==> config.mk <==
export PLATFORM = sky130hd
export DESIGN_NAME = fp_norm_round
export DESIGN_NICKNAME = d
export VERILOG_FILES = /design/src/rtl/fp_pkg.sv /design/src/rtl/fp_round_rne.sv /design/src/rtl/fp_norm_round.sv
export SDC_FILE = /design/constraint.sdc
export NUM_CORES = 1
export LEC_CHECK = 0
export ABC_AREA = 1
export CAP_MARGIN = 20
export CORE_MARGIN = 2
export CORE_UTILIZATION = 40
export DETAILED_ROUTE_END_ITERATION = 6
export GPL_TIMING_DRIVEN = 0
export HOLD_SLACK_MARGIN = 0.06
export MAX_ROUTING_LAYER = met4
export SLEW_MARGIN = 20
export SYNTH_ARGS = -nofsm -noshare
export SYNTH_HDL_FRONTEND = slang
export SYNTH_HIERARCHICAL = 1
export SYNTH_SLANG_ARGS = --single-unit
==> constraint.sdc <==
create_clock -name clk -period 3.3 [get_ports clk]
set_clock_uncertainty 0.2 [all_clocks]
set_input_delay 0.495 -clock clk [delete_from_list [all_inputs] [get_ports clk]]
set_output_delay 0.495 -clock clk [all_outputs]
set_load 0.01 [all_outputs]
==> src/rtl/fp_pkg.sv <==
// ---------------------------------------------------------------------------
// fp_pkg
// Shared constants and types for the FP32 multiplier back end:
//   - IEEE-754 single-precision field widths and special encodings
//   - normaliser/rounder FSM state type
//   - result exception-flag bundle
// ---------------------------------------------------------------------------
package fp_pkg;

  localparam int EXP_BIAS    = 127;
  localparam int EXP_MAX     = 255;
  localparam logic [31:0] QNAN = 32'h7FC0_0000;

  localparam int FP_EXP_W    = 8;
  localparam int FP_FRAC_W   = 23;
  localparam int MANT_PROD_W = 48;

  typedef enum logic [1:0] {
    IDLE  = 2'd0,
    NORM  = 2'd1,
    ROUND = 2'd2,
    DONE  = 2'd3
  } state_t;

  typedef struct packed {
    logic overflow;
    logic underflow;
    logic inexact;
  } flags_t;

endpackage

==> src/rtl/fp_round_rne.sv <==
// ---------------------------------------------------------------------------
// fp_round_rne
// Combinational round-to-nearest-even of a 23-bit fraction.
// Ports:
//   frac     - truncated fraction
//   lsb      - least significant kept bit (tie breaker)
//   guard    - first discarded bit
//   sticky   - OR of all bits below guard
//   frac_rnd - rounded fraction (wraps to zero on carry)
//   carry    - rounding overflowed the fraction; caller bumps the exponent
//   inexact  - any discarded bit was nonzero
// ---------------------------------------------------------------------------
module fp_round_rne
  import fp_pkg::*;
(
  input  logic [FP_FRAC_W-1:0] frac,
  input  logic                 lsb,
  input  logic                 guard,
  input  logic                 sticky,
  output logic [FP_FRAC_W-1:0] frac_rnd,
  output logic                 carry,
  output logic                 inexact
);

  // Returns {carry, rounded fraction}. A tie (guard set, nothing below)
  // rounds up only when the kept lsb is odd.
  function automatic logic [FP_FRAC_W:0] rne_round(
    input logic [FP_FRAC_W-1:0] f,
    input logic                 l,
    input logic                 g,
    input logic                 s
  );
    logic up;
    up = g & (s | l);
    return {1'b0, f} + {{FP_FRAC_W{1'b0}}, up};
  endfunction

  assign {carry, frac_rnd} = rne_round(frac, lsb, guard, sticky);
  assign inexact           = guard | sticky;

endmodule

==> src/rtl/fp_norm_round.sv <==
// ---------------------------------------------------------------------------
// fp_norm_round
// Back end of the FP32 multiplier: takes the raw 48-bit significand product
// (binary point between bits 46 and 45) with a signed biased exponent,
// normalises it one bit per cycle, rounds to nearest-even and packs an
// IEEE-754 single. Overflow saturates to infinity, results with exponent
// <= 0 flush to signed zero. Single-entry: one operation in flight.
// Ports:
//   clk, rst                 - clock, asynchronous active-high reset
//   in_valid / in_ready      - upstream handshake (ready only when idle)
//   in_sign, in_exp, in_mant - product sign, biased exponent, significand
//   in_zero, in_inf, in_nan  - operand class flags
//   out_valid / out_ready    - downstream handshake
//   out_result               - packed FP32 result
//   out_overflow             - saturated to infinity
//   out_underflow            - flushed to zero
//   out_inexact              - guard or sticky nonzero at rounding
// ---------------------------------------------------------------------------
module fp_norm_round
  import fp_pkg::*;
#(
  parameter int EXP_W           = 10,
  parameter bit FLUSH_SUBNORMAL = 1'b1
) (
  input  logic                    clk,
  input  logic                    rst,
  input  logic                    in_valid,
  output logic                    in_ready,
  input  logic                    in_sign,
  input  logic signed [EXP_W-1:0] in_exp,
  input  logic [MANT_PROD_W-1:0]  in_mant,
  input  logic                    in_zero,
  input  logic                    in_inf,
  input  logic                    in_nan,
  output logic                    out_valid,
  input  logic                    out_ready,
  output logic [31:0]             out_result,
  output logic                    out_overflow,
  output logic                    out_underflow,
  output logic                    out_inexact
);

  // Results below the normal range always flush to signed zero.
  if (!FLUSH_SUBNORMAL) begin : g_no_subnormal
    $error("fp_norm_round: FLUSH_SUBNORMAL=0 is not supported");
  end

  // Exponent inputs reach 3*bias and normalisation moves them by up to 47,
  // so the signed exponent must hold that without wrapping.
  if ((1 << (EXP_W - 1)) <= (3 * EXP_BIAS + MANT_PROD_W)) begin : g_exp_narrow
    $error("fp_norm_round: EXP_W too narrow for exponent range");
  end

  localparam logic signed [EXP_W-1:0] EXP_ONE  = EXP_W'(1);
  localparam logic signed [EXP_W-1:0] EXP_ZERO = '0;
  localparam logic signed [EXP_W-1:0] EXP_OVF  = EXP_W'(EXP_MAX);

  state_t                    state;
  logic                      sign_q;
  logic signed [EXP_W-1:0]   exp_q;
  logic [MANT_PROD_W-1:0]    mant_q;
  logic                      sticky_q;
  flags_t                    flags_q;

  // Special-operand decode on the incoming product.
  logic        is_special;
  logic [31:0] special_result;

  always_comb begin
    is_special     = 1'b1;
    special_result = '0;
    if (in_nan || (in_inf && in_zero)) begin
      special_result = QNAN;
    end else if (in_inf) begin
      special_result = {in_sign, {FP_EXP_W{1'b1}}, {FP_FRAC_W{1'b0}}};
    end else if (in_zero || (in_mant == '0)) begin
      special_result = {in_sign, 31'b0};
    end else begin
      is_special = 1'b0;
    end
  end

  // Rounding fields taken from the normalised significand (hidden bit 46).
  logic [FP_FRAC_W-1:0]    frac_rnd;
  logic                    rnd_carry;
  logic                    rnd_inexact;
  logic                    sticky_all;
  logic signed [EXP_W-1:0] carry_ext;
  logic signed [EXP_W-1:0] exp_rnd;

  assign sticky_all = sticky_q | (|mant_q[21:0]);
  assign carry_ext  = {{(EXP_W-1){1'b0}}, rnd_carry};
  assign exp_rnd    = exp_q + carry_ext;

  fp_round_rne u_round (
    .frac     (mant_q[45:23]),
    .lsb      (mant_q[23]),
    .guard    (mant_q[22]),
    .sticky   (sticky_all),
    .frac_rnd (frac_rnd),
    .carry    (rnd_carry),
    .inexact  (rnd_inexact)
  );

  assign in_ready      = (state == IDLE);
  assign out_overflow  = flags_q.overflow;
  assign out_underflow = flags_q.underflow;
  assign out_inexact   = flags_q.inexact;

  always_ff @(posedge clk or posedge rst) begin
    if (rst) begin
      state      <= IDLE;
      sign_q     <= 1'b0;
      exp_q      <= '0;
      mant_q     <= '0;
      sticky_q   <= 1'b0;
      out_valid  <= 1'b0;
      out_result <= '0;
      flags_q    <= '0;
    end else begin
      case (state)
        // Capture: specials resolve immediately, everything else normalises.
        IDLE: begin
          if (in_valid) begin
            sign_q   <= in_sign;
            exp_q    <= in_exp;
            mant_q   <= in_mant;
            sticky_q <= 1'b0;
            if (is_special) begin
              out_result <= special_result;
              flags_q    <= '0;
              out_valid  <= 1'b1;
              state      <= DONE;
            end else begin
              state <= NORM;
            end
          end
        end

        // Normalise: one shift per cycle until the hidden bit sits at 46,
        // or the exponent bottoms out (left shifts stop at exp == 1).
        NORM: begin
          if (mant_q[47]) begin
            mant_q   <= mant_q >> 1;
            sticky_q <= sticky_q | mant_q[0];
            exp_q    <= exp_q + EXP_ONE;
          end else if (!mant_q[46] && (exp_q > EXP_ONE)) begin
            mant_q <= mant_q << 1;
            exp_q  <= exp_q - EXP_ONE;
          end else begin
            state <= ROUND;
          end
        end

        // Round and pack; range checks use the post-rounding exponent.
        ROUND: begin
          flags_q.inexact <= rnd_inexact;
          if (exp_rnd >= EXP_OVF) begin
            out_result        <= {sign_q, {FP_EXP_W{1'b1}}, {FP_FRAC_W{1'b0}}};
            flags_q.overflow  <= 1'b1;
            flags_q.underflow <= 1'b0;
          end else if ((exp_rnd <= EXP_ZERO) || !mant_q[46]) begin
            out_result        <= {sign_q, 31'b0};
            flags_q.overflow  <= 1'b0;
            flags_q.underflow <= 1'b1;
          end else begin
            out_result        <= {sign_q, exp_rnd[FP_EXP_W-1:0], frac_rnd};
            flags_q.overflow  <= 1'b0;
            flags_q.underflow <= 1'b0;
          end
          out_valid <= 1'b1;
          state     <= DONE;
        end

        // Hold result until the downstream handshake completes.
        DONE: begin
          if (out_ready) begin
            out_valid <= 1'b0;
            state     <= IDLE;
          end
        end

        default: state <= IDLE;
      endcase
    end
  end

endmodule

# ---- Word-level counts from Yosys, hierarchy flattened
# Cells that the tools add are included.
dict set report totals {
  reg_bits 98
  inputBits 66
  output_inout_bits 37
  elab_cells 89
}
dict set report op_classes {
  n_addsub 4
  order_cmp 3
  n_eq_ne 10
  mux 37
  bitwise_logic 5
  n_reduce_logical 19
}
# operator count
set op_table {}
lappend op_table {{$mux W32} 5}
lappend op_table {{$mux W48} 3}
lappend op_table {{$pmux W48 S2} 1}
lappend op_table {{$pmux W32 S2} 1}
lappend op_table {{$mux W31} 2}
lappend op_table {{$logic_not A48 Y1} 1}
lappend op_table {{$mux W10} 3}
lappend op_table {{$add A23 B1 Y24} 1}
lappend op_table {{$reduce_or A22 Y1} 1}
lappend op_table {{$pmux W10 S2} 1}
lappend op_table {{$mux W2} 6}
lappend op_table {{$add A10 B2 Y10} 1}
lappend op_table {{$add A10 B2 Y10 const B} 1}
lappend op_table {{$ge A10 B9 Y1 const B} 1}
lappend op_table {{$gt A10 B2 Y1 const B} 1}
lappend op_table {{$le A10 B1 Y1 const B} 1}
lappend op_table {{$ne A2 B2 Y1 const B} 5}
lappend op_table {{$sub A10 B2 Y10 const B} 1}
lappend op_table {{$mux W1} 9}
lappend op_table {{$reduce_and A3 Y1} 3}
lappend op_table {{$pmux W2 S4} 1}
lappend op_table {{$reduce_and A4 Y1} 2}
lappend op_table {{$mux W3} 2}
lappend op_table {{$pmux W3 S2} 1}
lappend op_table {{15 further kinds} 24}

# ---- Logic depth before layout (Yosys ltp)
dict set report depth {
  depth_word 11
  depth_mapped 27
  depth_no_buf 27
}

# ---- Hierarchy
# The synthesis kept the hierarchy.
# module instances cells_per_inst area_each_um2
set by_module_without_submodules {}
lappend by_module_without_submodules {fp_norm_round 1 913 6195.9}
lappend by_module_without_submodules {fp_round_rne 1 119 690.7}

# ---- Worst setup path before layout
# OpenSTA, ideal clock, no wires.
dict set report synth_path {
  kind {reg-to-reg}
  from {register mant_q[21]}
  to {register out_result[0]}
  setup_time_ns 0.116
  arrival_ns 2.863
  t_required_ns 2.984
  path_slack_ns 0.121
  path_stages_with_launch 27
  n_path_buf 2
  cell_sequence {dfrtp_1 > inv_1 > nand4_1 > nor4_1 > nand4_1 > o21a_1 > ha_1 > inv_1 > nor2_4 > nand2_4 > nor2_4 > nand3_2 > nor2_1 > ha_1 > ha_1 > inv_1 > nand2_1 > a21oi_1 > nand2_1 > nor2_1 > nand3_1 > nand2_2 > buf_6 > buf_6 > nor2_1 > nand2_1 > nand2_1}
}
dict set report synth_via {
  elab_chain_len 11
  word_cells_on_any_way 12
  classes_between {add/sub: 2; order compare: 2; mux: 3; bitwise: 3; reduce/logical: 2}
}
# item line_no
set synth_lines {}
lappend synth_lines {{start, declared} fp_norm_round.sv:61} ;# logic [MANT_PROD_W-1:0] mant_q;
lappend synth_lines {{start signal, assigned} fp_norm_round.sv:127} ;# mant_q <= in_mant;
lappend synth_lines {{start signal, assigned} fp_norm_round.sv:144} ;# mant_q <= mant_q >> 1;
lappend synth_lines {{start signal, assigned} fp_norm_round.sv:148} ;# mant_q <= mant_q << 1;
lappend synth_lines {{$reduce_or A22 Y1 *} fp_norm_round.sv:91} ;# assign sticky_all = sticky_q | (|mant_q[21:0]);
lappend synth_lines {{$or A1 B1 Y1 *} fp_norm_round.sv:91}
lappend synth_lines {{via sticky_all} fp_norm_round.sv:87} ;# logic sticky_all;
lappend synth_lines {{$or A1 B1 Y1 *} fp_round_rne.sv:34} ;# up = g & (s | l);
lappend synth_lines {{$and A1 B1 Y1 *} fp_round_rne.sv:34}
lappend synth_lines {{$add A23 B1 Y24 *} fp_round_rne.sv:35} ;# return {1'b0, f} + {{FP_FRAC_W{1'b0}}, up};
lappend synth_lines {{via rnd_carry} fp_norm_round.sv:85} ;# logic rnd_carry;
lappend synth_lines {{$add A10 B2 Y10 *} fp_norm_round.sv:93} ;# assign exp_rnd = exp_q + carry_ext;
lappend synth_lines {{$le A10 B1 Y1} fp_norm_round.sv:162} ;# end else if ((exp_rnd <= EXP_ZERO) || !mant_q[46]) begin
lappend synth_lines {{$logic_or A1 B1 Y1} fp_norm_round.sv:162}
lappend synth_lines {{$mux W31} fp_norm_round.sv:162}
lappend synth_lines {{$mux W31 *} fp_norm_round.sv:158} ;# if (exp_rnd >= EXP_OVF) begin
lappend synth_lines {{$pmux W32 S2 *} fp_norm_round.sv:121} ;# case (state)
lappend synth_lines {{end signal, assigned} fp_norm_round.sv:159} ;# out_result <= {sign_q, {FP_EXP_W{1'b1}}, {FP_FRAC_W{1'b0}}};
lappend synth_lines {{end signal, assigned} fp_norm_round.sv:163} ;# out_result <= {sign_q, 31'b0};
lappend synth_lines {{end signal, assigned} fp_norm_round.sv:167} ;# out_result <= {sign_q, exp_rnd[FP_EXP_W-1:0], frac_rnd};
lappend synth_lines {{end, declared} fp_norm_round.sv:37} ;# output logic [31:0] out_result,
# The timed path passes the listed nets; every way through them passes the cells marked *.
# A chain may end at the register's enable or synchronous reset.

# ---- Worst setup path after layout
dict set report layout_path {
  from {register mant_q[15]}
  to {register out_result[0]}
}
# The elaborated chain is that of the path after synthesis.

==> impl_metrics.env <==
export IMPL_cp_top_family="simple AND/OR/NAND/NOR gates"
export IMPL_cp_end_kind="register"
export IMPL_synth_xor_area_frac=0.0254
export IMPL_synth_adder_area_share=0.0218
export IMPL_slowest_delay_ns=0.39
export IMPL_async_flop_share=1.00
export IMPL_detail_route_iter0_violations=521
export IMPL_cts_tree="done"
export IMPL_synth_area_leaders="dfrtp_1 (36%), nand2_1 (20%), o21ai_0 (7.8%)"
export IMPL_seq_area_frac_synth=0.356
export IMPL_via_count=6845
export IMPL_post_route_min_period_ns=3.71
export IMPL_hold_viol_final=0
export IMPL_syn_avg_cell_area_sq_um=6.67
export IMPL_placed_area_sq_mm=0.00822
export IMPL_rsz0062_at_grt="true"
export IMPL_worst_endpoint_arrival_ns=3.75
export IMPL_multi_input_area_sq_mm=0.00391
export IMPL_violations="negative setup slack"
export IMPL_worst_pin_slew_ns=0.543
export IMPL_critPathBufInv=5
export IMPL_drive_above_1_share=0.118
export IMPL_track_usage=0.227
export IMPL_die_area_sq_mm=0.0183
export IMPL_cp_required_ns=3.34
export IMPL_initial_utilization=0.412
export IMPL_setup_tns_final_ns=-11.56
export IMPL_routabilityCongestion=0.942
export IMPL_vias_per_cell=4.94
export IMPL_numPortBuffers=102
export IMPL_cp_max_fo=10
export IMPL_max_freq_ghz=0.270
export IMPL_crit_top_cell="nand2_1"
export IMPL_ys_top_cells_by_count="nand2_1 (370), inv_1 (123), o21ai_0 (108), dfrtp_1 (98), nor2_1 (79)"
export IMPL_drcViolationCount=0
export IMPL_hpwl_mm=14.5
export IMPL_drtAntennaViolNets=0
export IMPL_first_pass_iters=5
export IMPL_setup_viol=33
export IMPL_grt_overflow=0
export IMPL_synth_top_cell_area_share=0.356
export IMPL_synth_edf_count=0
export IMPL_clock_root_buffer="clkbuf_16"
export IMPL_critPathKind="register to register"
export IMPL_start_kind="register"
export IMPL_antenna_found_initial=0
export IMPL_die_x_um=135
export IMPL_rr_worst_depth=26
export IMPL_synth_compound_area_frac=0.164
export IMPL_cts_inserted_buffers=9
export IMPL_p_leak_nw=4.22
export IMPL_num_rows=47
export IMPL_status="complete, but fails checks"
export IMPL_power_mw=7.63
export IMPL_finalMaxSlewViolations=0
export IMPL_clk_latency_ns=0.35
export IMPL_wire_per_inst_um=13.9
export IMPL_core_area_sq_mm=0.0167
export IMPL_p_per_area_mw_per_mm2=859
export IMPL_ys_ff_latch=98
export IMPL_synthCells=1032
export IMPL_syn2layout_area_growth_pct=28.9
export IMPL_grt_pass1_vias=6467
export IMPL_fillCellCount=1710
export IMPL_hold_class="register to register"
export IMPL_drv_cap=0
export IMPL_grt_max_degree=54
export IMPL_synth_top_cell_by_area="dfrtp_1"
export IMPL_clock_path_buffers=2
export IMPL_ys_flop_type="dfrtp_1"
export IMPL_clock_sinks=98
export IMPL_grt_pass1_wl_mm=32.1
export IMPL_clk_pin_slew_ns=0.07
export IMPL_n_antenna_cell=0
export IMPL_ir_drop_uv=362
export IMPL_cp_slowest_cell="dfrtp_1"
export IMPL_die_y_um=135
export IMPL_holdPathStages=2
export IMPL_final_cell_area_sq_mm=0.00887
export IMPL_num_io_pins=103
export IMPL_finalCritPeriodShare=1.12
export IMPL_synthMuxAreaShare=0
export IMPL_slew_headroom=0.638
export IMPL_worstSetupPathDepth=26
export IMPL_wirelength_mm=19.2
export IMPL_yosysUniqueCellTypes=35
export IMPL_postLayoutSetupSlackWorst_ns=-0.406
export IMPL_seq_area_sq_mm=0.00245
export IMPL_yosys_warnings=6
export IMPL_syn_nets=1110
export IMPL_synth_area_sq_mm=0.00689
export IMPL_layout_nets=1240
export IMPL_synth_most_common_cell="nand2_1"
export IMPL_synth_simple_gate_area_share=0.331
export IMPL_synth_top_family_by_area="simple AND/OR/NAND/NOR gates"
export IMPL_finalHoldWorstSlack_ns=0.276
export IMPL_ctsHtreeMaxLevel=3
## worst min-delay path, stage by stage, from the launching register on
cell,delay [ns]
dfrtp_1,0.35
nand2_1,0.05
nand2_1,0.04
## layout make-up
cell class                      instances  area share
Timing Repair Buffer                  118       0.132
Clock buffer                           12      0.0289
Multi-Input combinational cell        765       0.440
Clock inverter                          4      0.0110
Tap cell                              220      0.0310
Inverter                              127      0.0546
Buffer                                 43      0.0258
Sequential cell                        98       0.276
## cell families (layout without fill, tap and decap cells)
group	after synthesis	in the layout
buffers and inverters	170	304
DFF	98	98
and+or+nand+nor	536	537
adders and majority gates	12	12
xor gates and xnor gates	20	20
AOI/OAI and AO/OA	196	196
## through the flow
stage / std cells / utilization / setup slack [ns]
after CTS: 1385 / 0.528 / -0.386
after global routing: 1387 / 0.531 / -0.580
after floorplan: 1032 / - / 0.0429
after detailed placement: 1355 / 0.492 / -0.783
final: 1387 / 0.531 / -0.406
after global placement: 1354 / 0.490 / -1.71
## power breakdown
part	internal (mW)	switching [mW]
clock network	0.784	0.479
logic	1.59	2.54
registers	1.71	0.526
total	4.08	3.55
## cells in the final DEF, fill, tap and decap left out, drive strengths merged
cell | Yosys | layout
o211ai | 4 | 4
nand2 | 379 | 380
o21bai | 45 | 45
a2bb2oi | 1 | 1
a21oi | 18 | 18
clkinvlp | 0 | 1
clkdlybuf4s50 | 0 | 102
o21a | 1 | 1
nand3b | 7 | 7
ha | 12 | 12
nand3 | 28 | 28
clkbuf | 25 | 37
xor2 | 15 | 15
bufinv | 0 | 3
o22ai | 10 | 10
buf | 18 | 34
nor3 | 5 | 5
nor2b | 1 | 1
a221oi | 1 | 1
o21ai | 116 | 116
nor2 | 99 | 99
inv | 127 | 127
or2 | 6 | 6
xnor2 | 5 | 5
nor4 | 4 | 4
nand4 | 7 | 7
dfrtp | 98 | 98
## flip-flops by register name, indices dropped and copies added (netlist names)
register,count
out_valid,1
out_overflow,1
sign_q,1
out_inexact,1
out_result,32
exp_q,10
state,2
mant_q,48
sticky_q,1
out_underflow,1
## path summary, 6_finish.rpt
check,to,slack (ns),startpoint
setup reg to reg,out_result[0]$_DFFE_PP0P_,-0.41,mant_q[15]$_DFFE_PP0P_
max in group asynchronous,mant_q[13]$_DFFE_PP0P_,1.92,rst
min in group asynchronous,state[0]$_DFFE_PP0P_,0.36,rst
hold reg to reg,out_result[16]$_DFFE_PP0P_,0.28,out_result[16]$_DFFE_PP0P_
hold / removal,out_result[16]$_DFFE_PP0P_,0.28,out_result[16]$_DFFE_PP0P_
setup / recovery,out_result[0]$_DFFE_PP0P_,-0.41,mant_q[15]$_DFFE_PP0P_
## metal layers
layer	global-route usage	wire length (um)	part of all wire	up-vias
li1	-	-	-	3510
met2	0.341	8520	0.44	188
met1	0.324	9540	0.50	3125
met3	0.0236	866	0.045	22
met4	0.0700	310	0.016	0
met5	-	0	0	-
## timing repair
item	4_1_cts	5_1_grt
pin swaps	21	15
gates cloned	4	0
hold buffers	0	0
buffers inserted	10	2
gates resized for setup	57	11
setup endpoints to repair	33	33
Power figures use the tool's default switching activity.
